`src/rtl/dbgcnt_ctrl.sv`:
```
// Debug toggle counter controller: per-channel shadow/active config words,
// period-boundary commits, and a run/burst/drain sequencer for the global enable.
`timescale 1ns/1ps
module dbgcnt_ctrl #(
    parameter int NCH     = 4,
    parameter int BURST_W = 16
) (
    input  logic               clk,
    input  logic               rst_l,
    input  logic               reg_wr,
    input  logic               reg_rd,
    input  logic [3:0]         reg_addr,
    input  logic [31:0]        reg_wdata,
    output logic [31:0]        reg_rdata,
    output logic               reg_rvalid,
    input  logic [NCH-1:0]     ch_toggle_in,
    output logic [NCH*32-1:0]  dbgcnt_out,
    output logic               glbl_en_out,
    output logic               busy,
    output logic               done_irq
);

    // state | meaning
    // IDLE  | counters disabled, waiting for START
    // RUN   | free-running until STOP
    // BURST | counting channel-0 rises up to BURST_LEN
    // DRAIN | enable held until every channel is low, then done pulse
    typedef enum logic [1:0] {
        ST_IDLE  = 2'd0,
        ST_RUN   = 2'd1,
        ST_BURST = 2'd2,
        ST_DRAIN = 2'd3
    } state_t;

    localparam logic [3:0] ADDR_CTRL   = 4'd8;
    localparam logic [3:0] ADDR_BLEN   = 4'd9;
    localparam logic [3:0] ADDR_STATUS = 4'd10;
    localparam logic [3:0] ADDR_COMMIT = 4'd11;
    localparam logic [BURST_W-1:0] CNT_ONE = 1;

    state_t               state_q, state_d;
    logic [31:0]          shadow_q [NCH];
    logic [31:0]          shadow_d [NCH];
    logic [31:0]          active_q [NCH];
    logic [31:0]          active_d [NCH];
    logic [NCH-1:0]       pend_q, pend_d;
    logic [BURST_W-1:0]   blen_q, blen_d;
    logic [BURST_W-1:0]   cnt_q, cnt_d;
    logic                 mode_q, mode_d;
    logic [NCH-1:0]       tog_q, tog_prev_q;
    logic [31:0]          rdata_q, rdata_d;
    logic                 rvalid_q;

    logic                 wr_ctrl, start, stop, wr_commit;
    logic                 rise0;
    logic [NCH-1:0]       fall;
    logic [NCH-1:0]       commit_ev;

    always_comb begin
        wr_ctrl   = reg_wr && (reg_addr == ADDR_CTRL);
        wr_commit = reg_wr && (reg_addr == ADDR_COMMIT);
        start     = wr_ctrl && reg_wdata[0];
        stop      = wr_ctrl && reg_wdata[1];
        rise0     = tog_q[0] && !tog_prev_q[0];
        fall      = ~tog_q & tog_prev_q;
    end

    // Sequencer: enable and done are decoded straight from state so that
    // reset clears them asynchronously.
    always_comb begin
        state_d     = state_q;
        cnt_d       = cnt_q;
        glbl_en_out = 1'b0;
        done_irq    = 1'b0;
        case (state_q)
            ST_IDLE: begin
                if (start && !stop) begin
                    state_d = reg_wdata[2] ? ST_BURST : ST_RUN;
                    cnt_d   = '0;
                end
            end
            ST_RUN: begin
                glbl_en_out = 1'b1;
                if (stop) state_d = ST_DRAIN;
            end
            ST_BURST: begin
                glbl_en_out = 1'b1;
                if (rise0 && (cnt_q != '1)) cnt_d = cnt_q + CNT_ONE;
                if (stop || (cnt_q == blen_q)) state_d = ST_DRAIN;
            end
            ST_DRAIN: begin
                if (|tog_q) begin
                    glbl_en_out = 1'b1;
                end else begin
                    done_irq = 1'b1;
                    state_d  = ST_IDLE;
                end
            end
            default: state_d = ST_IDLE;
        endcase
        busy = (state_q != ST_IDLE);
    end

    // Commit uses the pre-write shadow; a same-cycle COMMIT write re-arms the bit.
    always_comb begin
        mode_d = mode_q;
        blen_d = blen_q;
        if (wr_ctrl) mode_d = reg_wdata[2];
        if (reg_wr && (reg_addr == ADDR_BLEN)) blen_d = reg_wdata[BURST_W-1:0];
        for (int i = 0; i < NCH; i++) begin
            commit_ev[i] = pend_q[i] && (!glbl_en_out || !active_q[i][15] || fall[i]);
            active_d[i]  = commit_ev[i] ? shadow_q[i] : active_q[i];
            shadow_d[i]  = (reg_wr && (reg_addr == 4'(i))) ? reg_wdata : shadow_q[i];
        end
        pend_d = (pend_q & ~commit_ev) | (wr_commit ? reg_wdata[NCH-1:0] : '0);
    end

    always_comb begin
        rdata_d = '0;
        for (int i = 0; i < NCH; i++) begin
            if (reg_addr == 4'(i)) rdata_d = shadow_q[i];
        end
        case (reg_addr)
            ADDR_BLEN:   rdata_d = 32'(blen_q);
            ADDR_STATUS: rdata_d = {16'(cnt_q), 8'(pend_q), 6'b0, state_q};
            default: ;
        endcase
        for (int i = 0; i < NCH; i++) begin
            dbgcnt_out[32*i +: 32] = active_q[i];
        end
    end

    always_ff @(posedge clk or negedge rst_l) begin
        if (!rst_l) begin
            state_q    <= ST_IDLE;
            pend_q     <= '0;
            blen_q     <= '0;
            cnt_q      <= '0;
            mode_q     <= 1'b0;
            tog_q      <= '0;
            tog_prev_q <= '0;
            rdata_q    <= '0;
            rvalid_q   <= 1'b0;
            for (int i = 0; i < NCH; i++) begin
                shadow_q[i] <= '0;
                active_q[i] <= '0;
            end
        end else begin
            state_q    <= state_d;
            pend_q     <= pend_d;
            blen_q     <= blen_d;
            cnt_q      <= cnt_d;
            mode_q     <= mode_d;
            tog_q      <= ch_toggle_in;
            tog_prev_q <= tog_q;
            rvalid_q   <= reg_rd;
            if (reg_rd) rdata_q <= rdata_d;
            for (int i = 0; i < NCH; i++) begin
                shadow_q[i] <= shadow_d[i];
                active_q[i] <= active_d[i];
            end
        end
    end

    assign reg_rdata  = rdata_q;
    assign reg_rvalid = rvalid_q;

endmodule
```
`config.mk`:
```
export PLATFORM = sky130hd
export DESIGN_NAME = dbgcnt_ctrl
export DESIGN_NICKNAME = d
export VERILOG_FILES = /design/src/rtl/dbgcnt_ctrl.sv
export SDC_FILE = /design/constraint.sdc
export NUM_CORES = 1
export LEC_CHECK = 0
export BUFFER_PORTS_ARGS = -buffer_cell sky130_fd_sc_hd__buf_2
export CAP_MARGIN = 20
export CORE_ASPECT_RATIO = 0.6
export CORE_UTILIZATION = 52
export CTS_CLUSTER_SIZE = 10
export DETAILED_ROUTE_END_ITERATION = 12
export PLACE_DENSITY = 0.76
export SYNTH_ARGS = -nofsm -noshare
export SYNTH_HDL_FRONTEND = slang
export SYNTH_SLANG_ARGS = --single-unit
```
`constraint.sdc`:
```
create_clock -name clk -period 2 [get_ports clk]
set_input_delay 0.1 -clock clk [delete_from_list [all_inputs] [get_ports clk]]
set_output_delay 0.1 -clock clk [all_outputs]
set_load 0.1 [all_outputs]
```
==> flow_summary.toml, run 1 <==
[floorplanning]
core_area_um2 = 27700
rows = 47
die_height_um = 132
die-width_um = 219
die_area_um2 = 29000
start_util = 0.532
ioPinCount = 208

[outcome]
outcome = "finished, violations left"
failed_checks = "setup timing"

[synth]
yosysSeqAreaShare = 0.569
synth_nets = 1015
synth-edff-count = 0
syn-cell-area_um2 = 14700
yosysWarnings = 0
synth_top_flop_cell = "sky130_fd_sc_hd__dfrtp_1"
syn-instance-count = 965
mean_syn_cell_area_um2 = 15.3
synth_cell_types = 59
postSynthRegisterBits = 335
async_sr_flop_fraction = 1.00

[cts]
cts_inserted_buffers = 39
cts.reportedPaths.clkPinSlew_ns = 0.06
cts_max_path_buffers = 3
cts_tree = "yes"
cts.htree.levels = 2
cts_sinks = 335
buffer_cell_driving_the_clock_tree_root = "sky130_fd_sc_hd__clkbuf_16"
worst_skew_pair.late_latency_ns = 0.53

[worst_setup_path]
wp_data_arrival_ns = 2.49
critical_path_required_ns = 2.41
worst_setup_path_start_kind = "register"
critPathKind = "register to register"
worst_setup_path_end_kind = "register"
crit_fanout = 8

[final_layout]
fill_cells = 1992
layout.core_utilization = 0.665
fin_cells = 1652
area.growth.synth_to_final_pct = 25.0
layout.nets = 1330
layout_common_cells = "sky130_fd_sc_hd__dfrtp_1, sky130_fd_sc_hd__buf_2, sky130_fd_sc_hd__mux2_4"
most_common_cell_after_layout_fill_and_taps_aside = "sky130_fd_sc_hd__dfrtp_1"
drive_above_1_share = 0.489

[placement]
dp_hpwl_um = 27800
post-place-cells = 1556
dp_worst_setup_slack_ns = -0.0524
io_buffer_count = 207
gp_congestion = 0.970

[sta]
rsz0062_at_grt = "yes"
min_period_over_period = 1.04
crit_path_time_final_ns = 2.09
final_critical_path_setup_slack_ns = -0.0867
achievable-frequency_mhz = 479
tightestPinTransition_ns = 0.558
setup-tns-final_ns = -2.01
final-setup-viol-count = 52
fin_worst_skew_ns = 0.0117
report.final.hold_viol_count = 0
report.final.slew_viol_count = 0
relSlewSlack = 0.624

[run]
max_cap_viol_count = 0

[global_routing]
grt_max_degree = 57
grt_remaining_overflow = 0
antenna_found_initial = 1
grt_usage = 0.286
wire_length_of_the_first_global_routing_pass_um = 61900
first_global_vias = 9913

[route]
drt-pass1-iter-count = 7
routed_length_per_placed_instance_um = 24.5
route.vias.total = 9619
drt-total-wl_um = 40500
total_drc_errors_in_the_routed_layout = 0
postRouteAntennaNets = 0
drt-vias-per-instance = 5.82
drt_first_iter_violations = 872

[pwr]
pwr_density_cell_nw_per_um2 = 1310
power.leakage_uw = 0.00915
totalPowerFinal_uw = 24200
power.ir.vdd_worst_v = 0.00142

[hold_path]
min-delay-path-class = "input pin to asynchronous set/reset pin"
==> metrics by stage <==
step / cell area, µm² / hold WS, ns
2_1_floorplan: 14700 / -0.196
3_3_place_gp: 16700 / 0.0763
3_5_place_dp: 16700 / 0.0710
4_1_cts: 18300 / 0.110
5_1_grt: 18400 / 0.133
6_report: 18400 / 0.103
==> kinds of logic after synthesis <==
group / synth area share
flip-flops: 0.569
multiplexers: 0.289
AND/OR/NAND/NOR: 0.0454
AO/OA/AOI/OAI: 0.0535
buffers and inverters: 0.0249
XOR/XNOR: 0.0125
adder cells (fa/ha/maj): 0.00510
==> worst max-delay path, stage by stage, from the launching register on <==
cell,delay [ns]
sky130_fd_sc_hd__dfrtp_1,0.39
sky130_fd_sc_hd__nor4_2,0.27
sky130_fd_sc_hd__buf_4,0.16
sky130_fd_sc_hd__nor2b_4,0.04
sky130_fd_sc_hd__o21bai_4,0.21
sky130_fd_sc_hd__buf_12,0.16
sky130_fd_sc_hd__o21ai_4,0.06
sky130_fd_sc_hd__buf_12,0.16
sky130_fd_sc_hd__clkbuf_16,0.19
sky130_fd_sc_hd__mux2_4,0.31
==> synth_stat cells (5+ instances only) <==
cell | instances | share of area
sky130_fd_sc_hd__nand2_1 | 17 | 0.0043
sky130_fd_sc_hd__inv_1 | 11 | 0.0028
sky130_fd_sc_hd__mux2_4 | 120 | 0.12
sky130_fd_sc_hd__clkbuf_1 | 16 | 0.0041
sky130_fd_sc_hd__buf_2 | 20 | 0.0068
sky130_fd_sc_hd__mux4_2 | 31 | 0.047
sky130_fd_sc_hd__xor2_1 | 18 | 0.011
sky130_fd_sc_hd__a21oi_1 | 35 | 0.012
sky130_fd_sc_hd__dfrtp_1 | 335 | 0.57
sky130_fd_sc_hd__nor2_1 | 48 | 0.012
sky130_fd_sc_hd__nand4_1 | 5 | 0.0021
sky130_fd_sc_hd__a222oi_1 | 6 | 0.0041
sky130_fd_sc_hd__o21ai_0 | 8 | 0.0027
sky130_fd_sc_hd__and3_1 | 7 | 0.0030
sky130_fd_sc_hd__mux2_1 | 57 | 0.044
sky130_fd_sc_hd__mux2_2 | 95 | 0.073
sky130_fd_sc_hd__buf_6 | 12 | 0.0092
sky130_fd_sc_hd__a22oi_1 | 26 | 0.013
sky130_fd_sc_hd__mux2i_1 | 5 | 0.0034
sky130_fd_sc_hd__nand3_1 | 10 | 0.0034
sky130_fd_sc_hd__ha_1 | 6 | 0.0051
sky130_fd_sc_hd__nor2b_1 | 5 | 0.0021
==> state kept, by name, indices dropped and copies added, names as in the netlist <==
register	flops
reg_rdata	32
pend_q	4
blen_q	16
dbgcnt_out	128
shadow_q	128
state_q	2
tog_prev_q	4
tog_q	4
reg_rvalid	1
cnt_q	16
==> power by group <==
part | internal (µW) | switching [µW]
Sequential | 8100 | 1100
Clock | 3490 | 2570
Combinational | 2700 | 6230
Total | 14300 | 9890
==> what timing repair did <==
item                                   4_1_cts  5_1_grt
setup endpoints to repair                  120      137
hold buffers                                38        0
gates cloned                                 2        1
resized for setup                           29       16
setup buffers                                6        5
pin swaps                                    4        4
endpoints found under the hold margin      485        0
==> worst paths after layout <==
path,start,to,slack [ns],cells past startpoint
setup reg to reg,tog_q[2]$_DFF_PN0_,dbgcnt_out[105]$_DFFE_PN0P_,-0.09,9
hold / removal,rst_l,dbgcnt_out[90]$_DFFE_PN0P_,0.10,2
min in group clk,reg_wr,pend_q[2]$_DFF_PN0_,0.22,4
setup / recovery,tog_q[2]$_DFF_PN0_,dbgcnt_out[105]$_DFFE_PN0P_,-0.09,9
max in group asynchronous,rst_l,shadow_q[44]$_DFFE_PN0P_,1.22,3
hold reg to reg,tog_q[2]$_DFF_PN0_,tog_prev_q[2]$_DFF_PN0_,0.41,0
==> routing by layer <==
metal  up-vias  share of wire  track usage  routed length (µm)
li1       4170              -            -                   -
met1      5042           0.47        0.434               18900
met4         0          0.014       0.0594                 580
met5         -              0            0                   0
met2       364           0.44        0.409               17800
met3        43          0.080       0.0798                3250
==> final cells by class <==
type | instances | area, µm² | share of cell area
sequential | 335 | 8390 | 0.456
timing repair buffer | 327 | 2400 | 0.130
antenna | 1 | 2.50 | 0.000136
clock inverter | 2 | 13.8 | 0.000747
multi-input combinational | 566 | 6100 | 0.331
tap | 367 | 459 | 0.0249
clock buffer | 43 | 1000 | 0.0544
inverter | 11 | 45.0 | 0.00245
Note: power is estimated with default switching activity, not from simulation.
==> run 2: changes to the inputs <==
Settings changed: SETUP_SLACK_MARGIN from default to 0.5.
==> run 2 against run 1 <==
The run still ends with setup timing left. Die area unchanged. Worst hold slack worse by 0.025 ns. Setup slack worse by 0.0095 ns. Critical path depth down 1. Sequential power up 0.7%. Clock skew up 0.013 ns. Critical path type unchanged. Critical endpoint is now dbgcnt_out[125]$_DFFE_PN0P_. Largest cell class unchanged.
==> flow_summary.toml, run 2 (synthesis results as in run 1) <==
[sta]
report.final.slew_viol_count = 0
fin_worst_skew_ns = 0.0249
rsz0062_at_grt = "yes"
tightestPinTransition_ns = 0.578
min_period_over_period = 1.05
achievable-frequency_mhz = 477
crit_path_time_final_ns = 2.10
final-setup-viol-count = 129
relSlewSlack = 0.615
final_critical_path_setup_slack_ns = -0.0962
report.final.hold_viol_count = 0

[route]
route.vias.total = 9940
top_signal_layer_used = "met4"
drt-pass1-iter-count = 5
routed_length_per_placed_instance_um = 24.5
drt-total-wl_um = 41200
postRouteAntennaNets = 0
wl_met2_um = 18000
total_drc_errors_in_the_routed_layout = 0
met3_wirelength_um = 3240
drt_first_iter_violations = 912
drt-vias-per-instance = 5.92
met1_length_um = 19200

[placement]
gp_congestion = 0.952
io_buffer_count = 207
dp_hpwl_um = 27200
dp_worst_setup_slack_ns = 0.00424
dpl_cell_area_um2 = 16900

[worst_setup_path]
critPathSlowestCell = "sky130_fd_sc_hd__dfrtp_1"
worst_setup_path_start_kind = "register"
worstPathCellList = "ha_2, nor2b_4, o21bai_4, buf_12, buf_12, o21ai_4, buf_12, mux2_4"
crit_path_max_incr_delay_ns = 0.43
critical_path_required_ns = 2.42
crit_fanout = 11
rrSetupSlack_ns = -0.1
wp_data_arrival_ns = 2.51
crit_top_cell = "sky130_fd_sc_hd__buf_12"
worst_setup_path_end_kind = "register"
critPathKind = "register to register"

[final_layout]
layout.nets = 1355
insertedDiodeCount = 0
drive_above_1_share = 0.535
design_area_um2 = 19100
most_common_cell_after_layout_fill_and_taps_aside = "sky130_fd_sc_hd__dfrtp_1"
area.growth.synth_to_final_pct = 29.9
layout_common_cells = "sky130_fd_sc_hd__dfrtp_1, sky130_fd_sc_hd__buf_2, sky130_fd_sc_hd__mux2_4"

[floorplanning]
die-width_um = 219
ioPinCount = 208
die_area_um2 = 29000
die_height_um = 132
core_area_um2 = 27700
rows = 47
start_util = 0.532

[run]
max_cap_viol_count = 0

[cts]
cts_max_path_buffers = 3
cts.htree.levels = 2
worst_skew_pair.late_latency_ns = 0.54
buffer_cell_driving_the_clock_tree_root = "sky130_fd_sc_hd__clkbuf_16"
cts_sinks = 335
cts_tree = "yes"
cts_inserted_buffers = 39
cts.reportedPaths.clkPinSlew_ns = 0.06

[pwr]
totalPowerFinal_uw = 25200
power.ir.vdd_worst_v = 0.00110
power.leakage_uw = 0.00936
pwr_density_cell_nw_per_um2 = 1320

[global_routing]
grt_remaining_overflow = 0
wire_length_of_the_first_global_routing_pass_um = 62300
grt_max_degree = 76
grt_usage = 0.288
first_global_vias = 10267
antenna_found_initial = 0

[outcome]
outcome = "finished, violations left"
failed_checks = "setup timing"

[hold_path]
min-delay-path-class = "input pin to asynchronous set/reset pin"
run 2: metrics by stage:
step | utilization | hold slack, ns | cells | setup TNS (ns)
floorplan | - | -0.196 | 965 | 0
global placement | 0.610 | 0.0375 | 1550 | 0
detailed placement | 0.610 | 0.0333 | 1550 | 0
CTS | 0.680 | 0.0691 | 1667 | -1.10
global route | 0.691 | 0.0925 | 1678 | -12.04
finish | 0.691 | 0.0780 | 1678 | -7.78
run 2: report_power, final:
part | internal [µW] | total [µW] | switching (µW)
combinational | 3250 | 9770 | 6530
sequential | 8100 | 9250 | 1140
clock | 3570 | 6190 | 2620
total | 14900 | 25200 | 10300
run 2: final timing paths:
check / from / endpoint / depth (start not counted)
setup / recovery: state_q[1]$_DFFE_PN0P_ / dbgcnt_out[125]$_DFFE_PN0P_ / 8
hold / removal: rst_l / shadow_q[93]$_DFFE_PN0P_ / 2
setup reg to reg: state_q[1]$_DFFE_PN0P_ / dbgcnt_out[125]$_DFFE_PN0P_ / 8
hold reg to reg: tog_q[0]$_DFF_PN0_ / tog_prev_q[0]$_DFF_PN0_ / 0
max in group asynchronous: rst_l / dbgcnt_out[36]$_DFFE_PN0P_ / 4
min in group clk: reg_addr[2] / reg_rdata[0]$_DFFE_PN0P_ / 4
run 2: cell type report:
cell class | instances | area (µm²)
Fill cell | 1808 | 8570
Sequential cell | 335 | 8410
Multi-Input combinational cell | 568 | 6460
Clock buffer | 45 | 1020
Tap cell | 367 | 459
Clock inverter | 2 | 35.0
Timing Repair Buffer | 350 | 2700
Inverter | 11 | 47.5
run 2: per-layer routing:
metal,vias to the layer above,global-route usage
li1,4236,-
met1,5228,0.452
met2,412,0.402
met3,64,0.0690
met4,0,0.0667
met5,-,0
run 2: worst max-delay path, delay by kind of cell, from the launching register on:
family,cells,cell delay (ns)
multiplexers,1,0.31
AND/OR/NAND/NOR,1,0.20
AO/OA/AOI/OAI,2,0.33
flip-flops,1,0.43
buffers and inverters,3,0.47
adder cells (fa/ha/maj),1,0.23
run 2: timing repair:
| action | in CTS | in global routing |
|---|---|---|
| hold buffers | 39 | 0 |
| setup endpoints to repair | 159 | 165 |
| resized for setup | 66 | 55 |
| cloned | 2 | 0 |
| setup buffers | 29 | 11 |
| pin swaps | 28 | 28 |
| hold endpoints to repair | 422 | 0 |
==> run 3: changes to the inputs <==
Settings changed: ABC_AREA from default to 1.
==> run 3 against run 2 <==
The run now ends clean. Clock power about the same. Synthesized area down 2.1%. Global-route usage up 9.7 points. Critical path depth increased by 3. Clock skew down 0.0076 ns. Power fell by 4.0%. Largest power group is now registers.
==> flow_summary.toml, run 3 <==
[floorplanning]
rows = 46
ioPinCount = 208
die_area_um2 = 28400
start_util = 0.538
die_height_um = 131
die-width_um = 217
core_area_um2 = 26800

[route]
drt-vias-per-instance = 6.04
drt-pass1-iter-count = 7
routed_length_per_placed_instance_um = 23.6
route.vias.total = 14191
postRouteAntennaNets = 0
drt_first_iter_violations = 2101
total_drc_errors_in_the_routed_layout = 0
drt-total-wl_um = 55400

[worst_setup_path]
crit_fanout = 8
rrSetupSlack_ns = 0.07
reg2regPathDepth = 11
crit_path_start = "state_q[0]$_DFFE_PN0P_"
worst_setup_path_end_kind = "register"
wp_data_arrival_ns = 2.34
critical_path_required_ns = 2.41
worst_setup_path_start_kind = "register"
worstSetupEndpoint = "dbgcnt_out[68]$_DFFE_PN0P_"
timing.rr.start = "state_q[0]$_DFFE_PN0P_"
critPathKind = "register to register"
worstReg2RegEnd = "dbgcnt_out[68]$_DFFE_PN0P_"

[pwr]
totalPowerFinal_uw = 24200
power.ir.vdd_worst_v = 0.000988
cell_internal_power_uw = 13700
pwr_density_cell_nw_per_um2 = 1250
comb_power_share = 0.364
switchingPower_uw = 10500
seqPwrFrac = 0.382
clock_share_of_power = 0.254
power.leakage_uw = 0.00972
sw_frac_of_total = 0.436

[final_layout]
layout.nets = 2038
layout.core_utilization = 0.723
layout_common_cells = "sky130_fd_sc_hd__nand2_1, sky130_fd_sc_hd__dfrtp_1, sky130_fd_sc_hd__buf_2"
design_area_um2 = 19400
fin_cells = 2350
most_common_cell_after_layout_fill_and_taps_aside = "sky130_fd_sc_hd__nand2_1"
drive_above_1_share = 0.314
area.growth.synth_to_final_pct = 34.5

[synth]
synth_top_cells_by_area = "sky130_fd_sc_hd__dfrtp_1, sky130_fd_sc_hd__nand2_1, sky130_fd_sc_hd__o21ai_0"
synth-edff-count = 0
synth_top_area_share = 0.581
synth_top_cells_by_count = "sky130_fd_sc_hd__nand2_1, sky130_fd_sc_hd__dfrtp_1, sky130_fd_sc_hd__o21ai_0"
postSynthRegisterBits = 335
netlist.top_cell.by_area = "sky130_fd_sc_hd__dfrtp_1"
synth_cell_types = 30
yosysSeqAreaShare = 0.581
mean_syn_cell_area_um2 = 8.55
syn-cell-area_um2 = 14400
synth_nets = 1737
synth_top_flop_cell = "sky130_fd_sc_hd__dfrtp_1"
async_sr_flop_fraction = 1.00
syn-instance-count = 1687
yosysWarnings = 0
yosysMostFrequentCell = "sky130_fd_sc_hd__nand2_1"

[placement]
gp_congestion = 0.953
dpl_cell_area_um2 = 16100
post-place-cells = 2210
io_buffer_count = 207
dp_hpwl_um = 33500

[sta]
final-setup-viol-count = 0
achievable-frequency_mhz = 519
tightestPinTransition_ns = 0.653
rsz0062_at_grt = "yes"
crit_path_time_final_ns = 1.93
min_period_over_period = 0.964
fin_worst_skew_ns = 0.0173
relSlewSlack = 0.564
report.final.slew_viol_count = 0
setup-tns-final_ns = 0
report.final.hold_viol_count = 0

[hold_path]
min-delay-path-class = "input pin to asynchronous set/reset pin"

[cts]
cts_tree = "yes"
cts_sinks = 335
worst_skew_pair.late_latency_ns = 0.54
buffer_cell_driving_the_clock_tree_root = "sky130_fd_sc_hd__clkbuf_16"
cts_max_path_buffers = 3
cts_inserted_buffers = 39
cts.htree.levels = 2
cts.reportedPaths.clkPinSlew_ns = 0.06

[outcome]
outcome = "finished clean"

[global_routing]
first_global_vias = 13383
wire_length_of_the_first_global_routing_pass_um = 80900
grt_max_degree = 85
grt_usage = 0.384
grt_remaining_overflow = 0
antenna_found_initial = 1

[run]
max_cap_viol_count = 0
==> run 3: changes by cell type in the layout (fill, tap and decap cells not counted), sizes merged, moves of 31 or more <==
| cell | before | now |
|---|---|---|
| inv | 10 | 85 |
| nand2 | 17 | 663 |
| a21oi | 37 | 1 |
| mux2 | 272 | 0 |
| nand4 | 5 | 37 |
| o21ai | 15 | 175 |
| mux4 | 31 | 0 |
| nand3 | 11 | 175 |
==> run 3: area by class of cell <==
| class | count | area, µm² |
|---|---|---|
| clock buffer | 40 | 990 |
| antenna | 1 | 2.50 |
| sequential | 335 | 8400 |
| fill | 1908 | 7420 |
| tap | 360 | 450 |
| timing repair buffer | 343 | 2720 |
| multi-input combinational | 1180 | 6480 |
| clock inverter | 2 | 13.8 |
| inverter | 89 | 343 |
==> run 3: what timing repair did <==
item | CTS | global route
gates resized for setup | 173 | 175
hold endpoints to repair | 460 | 0
endpoints found under the setup margin | 161 | 165
gates cloned | 18 | 3
pin swaps | 13 | 26
hold buffers | 38 | 0
buffers inserted | 27 | 11
==> run 3: worst min path at each step <==
stage,startpoint,endpoint,slack [ns],cells after the start
global route,rst_l,dbgcnt_out[49]$_DFFE_PN0P_,0.07,2
detailed placement,rst_l,dbgcnt_out[49]$_DFFE_PN0P_,0.0001,1
CTS,rst_l,dbgcnt_out[62]$_DFFE_PN0P_,0.06,2
floorplan,rst_l,blen_q[0]$_DFFE_PN0P_,-0.20,0
finish,rst_l,dbgcnt_out[49]$_DFFE_PN0P_,0.04,2
global placement,rst_l,dbgcnt_out[49]$_DFFE_PN0P_,-0.007,1
==> run 3: logic make-up after synthesis <==
group,share of synthesized area
AND/OR/NAND/NOR,0.271
flip-flops,0.581
AO/OA/AOI/OAI,0.0836
buffers and inverters,0.0540
XOR/XNOR,0.00486
adder cells (fa/ha/maj),0.00521
==> run 3: power by group through the flow <==
stage	logic (µW)	registers [µW]	clock network, µW
2_1_floorplan	2060	12300	0
3_3_place_gp	7000	9040	0
3_5_place_dp	7130	9060	0
4_1_cts	8190	9030	6140
5_1_grt	9160	9320	6420
6_report	8810	9240	6160
==> run 3: per-layer routing <==
metal  track usage  vias to the layer above  part of all wire  wire length, µm
met5             0                        -                 0                0
met2         0.525                     1118              0.40            22200
met3         0.144                      179              0.17             9180
li1              -                     6074                 -                -
met4         0.127                        0             0.037             2030
met1         0.561                     6820              0.40            21900
==> run 3: critical path, stage by stage (launching register included) <==
cell and delay (ns):
sky130_fd_sc_hd__dfrtp_1 0.41, sky130_fd_sc_hd__inv_2 0.13, sky130_fd_sc_hd__ha_4 0.23, sky130_fd_sc_hd__nand2_4 0.09, sky130_fd_sc_hd__o21ai_4 0.06, sky130_fd_sc_hd__buf_12 0.14
sky130_fd_sc_hd__buf_6 0.11, sky130_fd_sc_hd__nand3_4 0.15, sky130_fd_sc_hd__buf_8 0.18, sky130_fd_sc_hd__nand2_8 0.13, sky130_fd_sc_hd__nand2_2 0.12, sky130_fd_sc_hd__nand2_2 0.04
==> run 3: per-stage QoR <==
stage / setup WS, ns / hold WS (ns)
2_1_floorplan: -0.0467 / -0.196
3_3_place_gp: 0.180 / -0.00679
3_5_place_dp: 0.0367 / 0.000136
4_1_cts: 0.154 / 0.0570
5_1_grt: 0.0398 / 0.0728
6_report: 0.0729 / 0.0367
